<file path="config.mk">
export PLATFORM = sky130hd
export DESIGN_NAME = window_peak8
export DESIGN_NICKNAME = d
export VERILOG_FILES = /design/src/rtl/cmp_pkg.sv /design/src/rtl/DataCompare8.sv /design/src/rtl/window_peak8.sv
export SDC_FILE = /design/constraint.sdc
export NUM_CORES = 1
export LEC_CHECK = 0
export CAP_MARGIN = 10
export CORE_MARGIN = 2
export CORE_UTILIZATION = 48
export CTS_CLUSTER_SIZE = 8
export DETAILED_ROUTE_END_ITERATION = 16
export PLACE_DENSITY = 0.83
export SETUP_SLACK_MARGIN = 0.15
export SYNTH_ARGS = -nofsm -noshare
export SYNTH_HDL_FRONTEND = slang
export SYNTH_SLANG_ARGS = --single-unit
</file>
<file path="constraint.sdc">
create_clock -name clk -period 2.3 [get_ports clk]
set_input_delay 0.575 -clock clk [delete_from_list [all_inputs] [get_ports clk]]
set_output_delay 0.575 -clock clk [all_outputs]
set_load 0.03 [all_outputs]
</file>
<file path="src/rtl/cmp_pkg.sv">
// Shared definitions for the DataCompare8 magnitude comparator and the
// window peak tracker built on top of it.
package cmp_pkg;

   // Bit positions inside the 3-bit comparator result; exactly one is set.
   localparam int CMP_GT = 2;
   localparam int CMP_EQ = 1;
   localparam int CMP_LT = 0;

   // Peak tracker control states.
   typedef enum logic [1:0] {
      IDLE  = 2'd0,
      TRACK = 2'd1,
      DONE  = 2'd2
   } peak_state_t;

endpackage

</file>
<file path="src/rtl/DataCompare8.sv">
// Unsigned 8-bit magnitude comparator: o[CMP_GT] = a>b, o[CMP_EQ] = a==b,
// o[CMP_LT] = a<b. Purely combinational.
module DataCompare8
   import cmp_pkg::*;
(
   input  logic [7:0] a,
   input  logic [7:0] b,
   output logic [2:0] o
);

   // One-hot relation of a against b.
   always_comb begin
      o         = '0;
      o[CMP_GT] = (a > b);
      o[CMP_EQ] = (a == b);
      o[CMP_LT] = (a < b);
   end

endmodule

</file>
<file path="src/rtl/window_peak8.sv">
// Window peak tracker: collects N unsigned samples and reports the max and
// min together with the index of the first occurrence of each. Results are
// held after the window completes until the next start.
//
// Handshake: a sample is taken on a rising edge where the block is in TRACK,
// din_valid is high and start is low. din_valid low in TRACK stalls;
// din_valid outside TRACK (or together with start) is dropped. start is a
// one-cycle pulse honoured in every state and always opens an empty window.
module window_peak8
   import cmp_pkg::*;
#(
   parameter int N = 8
) (
   input  logic                   clk,
   input  logic                   rst_n,
   input  logic                   start,
   input  logic [7:0]             din,
   input  logic                   din_valid,
   output logic                   busy,
   output logic                   done,
   output logic [7:0]             max_out,
   output logic [7:0]             min_out,
   output logic [$clog2(N)-1:0]   max_idx,
   output logic [$clog2(N)-1:0]   min_idx,
   output logic [$clog2(N+1)-1:0] cnt
);

   localparam int IW = $clog2(N);
   localparam int CW = $clog2(N+1);

   // Current control state; kept as a named signal so checkers can bind to it.
   peak_state_t state;

   logic [2:0] cmp_max_o;
   logic [2:0] cmp_min_o;
   logic       accept;
   logic       last_sample;
   logic       cmp_unused;

   // Sample against the running max and against the running min.
   DataCompare8 u_cmp_max (
      .a (din),
      .b (max_out),
      .o (cmp_max_o)
   );

   DataCompare8 u_cmp_min (
      .a (din),
      .b (min_out),
      .o (cmp_min_o)
   );

   // Only strict greater/less matter; ties keep the earlier index.
   assign cmp_unused  = ^{cmp_max_o[CMP_EQ], cmp_max_o[CMP_LT],
                          cmp_min_o[CMP_GT], cmp_min_o[CMP_EQ]};

   assign accept      = (state == TRACK) && din_valid && !start;
   assign last_sample = (cnt == CW'(N - 1));
   assign busy        = (state == TRACK);

   // FSM, sample counter and result registers.
   always_ff @(posedge clk) begin
      if (!rst_n) begin
         state   <= IDLE;
         done    <= 1'b0;
         cnt     <= '0;
         max_out <= '0;
         min_out <= '0;
         max_idx <= '0;
         min_idx <= '0;
      end else begin
         done <= 1'b0;
         if (start) begin
            state   <= TRACK;
            cnt     <= '0;
            max_out <= '0;
            min_out <= '0;
            max_idx <= '0;
            min_idx <= '0;
         end else if (accept) begin
            cnt <= cnt + CW'(1);
            if (cnt == '0) begin
               // First sample seeds both extremes.
               max_out <= din;
               min_out <= din;
               max_idx <= '0;
               min_idx <= '0;
            end else begin
               if (cmp_max_o[CMP_GT]) begin
                  max_out <= din;
                  max_idx <= cnt[IW-1:0];
               end
               if (cmp_min_o[CMP_LT]) begin
                  min_out <= din;
                  min_idx <= cnt[IW-1:0];
               end
            end
            if (last_sample) begin
               state <= DONE;
               done  <= 1'b1;
            end
         end
      end
   end

endmodule

</file>
=== After elaboration in Yosys (flattened, before gate mapping) ===
Cells that the tools add are included.

* Flip-flop bits (word level): 29
* Input port bits: 12

* Multiplexer cells: 12
* $lt $le $gt $ge: 2
* Equality and inequality tests: 2
* Bitwise logic cells: 2
* Reduce and logical (&&, ||, !) cells: 14
* Add/sub/neg operators: 1

{| class="wikitable"
|+ Operator list
! kind !! count
|-
| $mux 8 || 4
|-
| $mux 3 || 4
|-
| $gt 8x8->1 || 1
|-
| $lt 8x8->1 || 1
|-
| $reduce_and 2->1 || 4
|-
| $reduce_bool 2->1 || 4
|-
| $add 4x1->4 const B || 1
|-
| $eq 4x3->1 const B || 1
|-
| $logic_not 4->1 || 1
|-
| $mux 1 || 4
|-
| $reduce_or 3->1 || 1
|-
| $eq 2x1->1 const B || 1
|-
| $logic_and 1x1->1 || 2
|-
| $not 1->1 || 2
|-
| $reduce_or 2->1 || 1
|-
| $logic_not 1->1 || 1
|}

=== Logic depth before layout (Yosys ltp) ===
Gate-level depths: netlist of the first run.

* Depth after elaboration: 5
* Mapped depth: 8

=== By module ===
Synthesis of the first run repeated with hierarchy kept, for this count alone.

* Cell total of the unflattened synthesis: 184
* Area total of the unflattened synthesis: 1670.4 µm²

{| class="wikitable"
|+ By module, submodules not included
! module !! sequential area each (µm²) !! area each (µm²) !! cells an instance !! instances
|-
| window_peak8 || 580.6 || 1219.9 || 126 || 1
|-
| DataCompare8 || 0.0 || 225.2 || 29 || 2
|}

=== Least setup slack after synthesis of the first run ===
Ideal clock, no wire load.

* Kind: input port to flip-flop
* Start point: input din[2]
* End point: register min_out[1]
* Stages: 7
* Data arrival time: 1.878 ns
* Slack: 0.351 ns
* Path through: ha_1 > a211oi_1 > o21ai_1 > a211oi_2 > o21a_1 > buf_6 > mux2i_1

* Cells in the longest elaborated chain, start to end: 3

{| class="wikitable"
|+ RTL lines
! element !! RTL line !! RTL
|-
| from (decl) || window_peak8.sv:17 || <nowiki>input logic [7:0] din,</nowiki>
|-
| $lt 8x8->1 || DataCompare8.sv:16 || <nowiki>o[CMP_LT] = (a < b);</nowiki>
|-
| $reduce_bool 2->1 (no line) || n/a ||
|-
| $reduce_and 2->1 (no line) || n/a ||
|-
| to (signal assigned) || window_peak8.sv:85 || <nowiki>min_out <= din;</nowiki>
|-
| to (signal assigned) || window_peak8.sv:94 || <nowiki>min_out <= din;</nowiki>
|-
| to (decl) || window_peak8.sv:22 || <nowiki>output logic [7:0] min_out,</nowiki>
|}

Every way passes these cells.
A chain may end at the register's enable or synchronous reset.

=== Worst setup path after layout of the first run ===
* Start point: register cnt[2]
* End point: output cnt[2]

{| class="wikitable"
|+ RTL lines
! element !! RTL line !! RTL
|-
| from (decl) || window_peak8.sv:25 || <nowiki>output logic [$clog2(N+1)-1:0] cnt</nowiki>
|-
| from (signal assigned) || window_peak8.sv:81 || <nowiki>cnt <= cnt + CW'(1);</nowiki>
|}

No word-level cell between the ends.

==> results.ini, run 1 <==
[timing]
grt_setup_unrepaired=false
final_max_slew_viol_count=0
finalSetupViolCount=0
hold_viol_final=0
layout_setup_ws_ps=217
worstMarginPinSlew_ps=462
slew_headroom_pct=69.1
fmax_mhz=480
min_period_ps=2080
finClkSkew_ps=12.8
fin_crit_sh_pct=90.6

[placement]
placed_area_um2=2080
dp.cells=266
hpwl_um=2580
place_ws_ps=-257
port-buffer-count=39
place.gp.congestion=0.769

[critical_path]
cp_slowest_cell=clkdlybuf4s50_1
cp_num_buf_inv=1
crit_type=reg -> out
crit_family=buffers and inverters
critPathMaxFanout=6
cp.arrival_ps=1510
crit_path_cell_trace=clkdlybuf4s50_1
critical_path_required_ps=1730
cp-end-kind=output port
cp.depth=1
max_stage_delay_ps=720
r2r_cells=7
critPathLaunchType=flop

[pwr]
total_power_mw=1.13
p_leak_nw=0.952
ir_worst_vdd_uv=365
power_density_nw_per_um2=491

[worst_hold_path]
hold_path_class=reg -> reg
whs_path_depth=2

[yosys]
yosys_warnings=0
syn_area_um2=1560
synth_commonest_cells=nand2_1, dfxtp_1, inv_1, mux2i_1, ha_1
synthTopCellsByArea=dfxtp_1, ha_1, mux2i_1
ys_ff_latch=29
synth_async_sr_flop_share_pct=0
synth_area_leader_cell=dfxtp_1
synthCells=176
ys_seq_area_share_pct=37.2
ys.flop_type=dfxtp_1
synth-edff-count=0
syn-num-nets=205
synth_top_area_share_pct=37.2
synth_most_common_cell=nand2_1
syn_area_per_cell_um2=8.87
synth.distinct_cells=34

[clock_network]
cts_buffer_depth=2
cts.htree.levels=2
cts_tree=done
cts_hold_buf=0
root_buffer=clkbuf_4
clock-sinks=29
clkTransAtPathRegs_ps=90
cts_buffers=5
clkLatencyLatePin_ps=340

[global_routing]
grt_pass1_vias=1294
grt_pass1_wl_um=5930
antenna_found_initial=0
grt_overflow=0
grt_max_degree=36
track_usage_pct=22.0

[cells_and_area]
area_growth_pct=46.8
diodes=0
drive_gt1_share_pct=16.3
final_nets=261
utilization_pct=74.5
regArea_um2=581
fill_cells=219
multi_input_area_um2=963
final_cells=277
design_area_um2=2290

[drt]
vias_per_cell=5.17
wl_um=3950
wire_per_inst_um=14.3
remaining_drc_errors=0
drt-initial-drc-count=37
dr_total_vias=1433
drtPass1Iterations=4
ant_nets=0

[floorplanning]
io_pins=40
core-area_um2=3080
rows=20
initial_core_util_pct=50.7
die_h_um=61.0
dieArea_um2=3730
fp.dieW_um=61.0

[run_status]
status=complete, no violations

[job]
drv_cap=0

[placed cells by master (no fill, tap or decap), drive strengths merged, types with 7 or more instances in the layout]
cell           instances
nand2                 35
clkdlybuf4s50         31
dfxtp                 29
inv                   19
mux2i                 19
ha                    17
buf                   14
nor2                  10
dlymetal6s2s           7
o21ai                  7
clkbuf                 7
[metrics by stage]
| step | hold slack [ps] | TNS, ps |
|---|---|---|
| global placement | 447 | -3380 |
| floorplan | 434 | 0 |
| finish | 451 | 0 |
| CTS | 465 | 0 |
| detailed placement | 453 | -4360 |
| global route | 486 | 0 |
[cell families (layout without fill, tap and decap cells)]
| group | after synthesis | count (layout) | share of synthesized area (%) |
|---|---|---|---|
| simple gates | 63 | 63 | 18.9 |
| flops | 29 | 29 | 37.2 |
| buf+inv | 23 | 80 | 6.01 |
| compound gates | 22 | 22 | 10.4 |
| mux | 19 | 19 | 12.2 |
| fa+ha+maj | 17 | 17 | 13.6 |
| xor+xnor | 3 | 3 | 1.68 |
[flip-flops by register name (all words and copies together) (netlist names)]
signal	count
max_out	8
min_out	8
cnt	4
max_idx	3
min_idx	3
state	2
done	1
[report_power, final]
part	leakage [nW]	switching, mW	internal [mW]
registers	0.234	0.00439	0.507
clock network	0.0455	0.187	0.259
logic	0.672	0.0850	0.0830
[area by class of cell]
| cell class | count | share of cell area [%] |
|---|---|---|
| well taps | 44 | 2.40 |
| inverters | 19 | 3.11 |
| clock inverters | 1 | 1.31 |
| repair buffers | 53 | 23.4 |
| multi-input cells | 124 | 42.0 |
| flip-flops and latches | 29 | 25.3 |
| clock buffers | 7 | 2.40 |
[routing by layer]
metal  vias to the layer above  track usage [%]  wire, µm
met1                       688             29.6      1790
met2                        33             33.0      1930
met3                         5             5.25       161
li1                        707                -         -
met5                         -                0         0
met4                         0             11.2        63
[repair_timing]
item	in CTS	in global routing
resized for setup	4	17
buffers inserted	3	0
pin swaps	3	6
endpoints found under the setup margin	13	21
[path summary, 6_finish.rpt]
kind,from,end,slack [ps]
max,cnt[2],cnt[2],220
min,min_idx[1],min_idx[1],450
max reg2reg,cnt[0],max_out[6],360
min reg2reg,min_idx[1],min_idx[1],450
(Power assumes the default switching activity.)
==> run 2, diff against run 1 <==
SLEW_MARGIN = 20   (was unset)
==> results of run 2 <==
Final layout, timing and power as in run 1 (identical DEF).
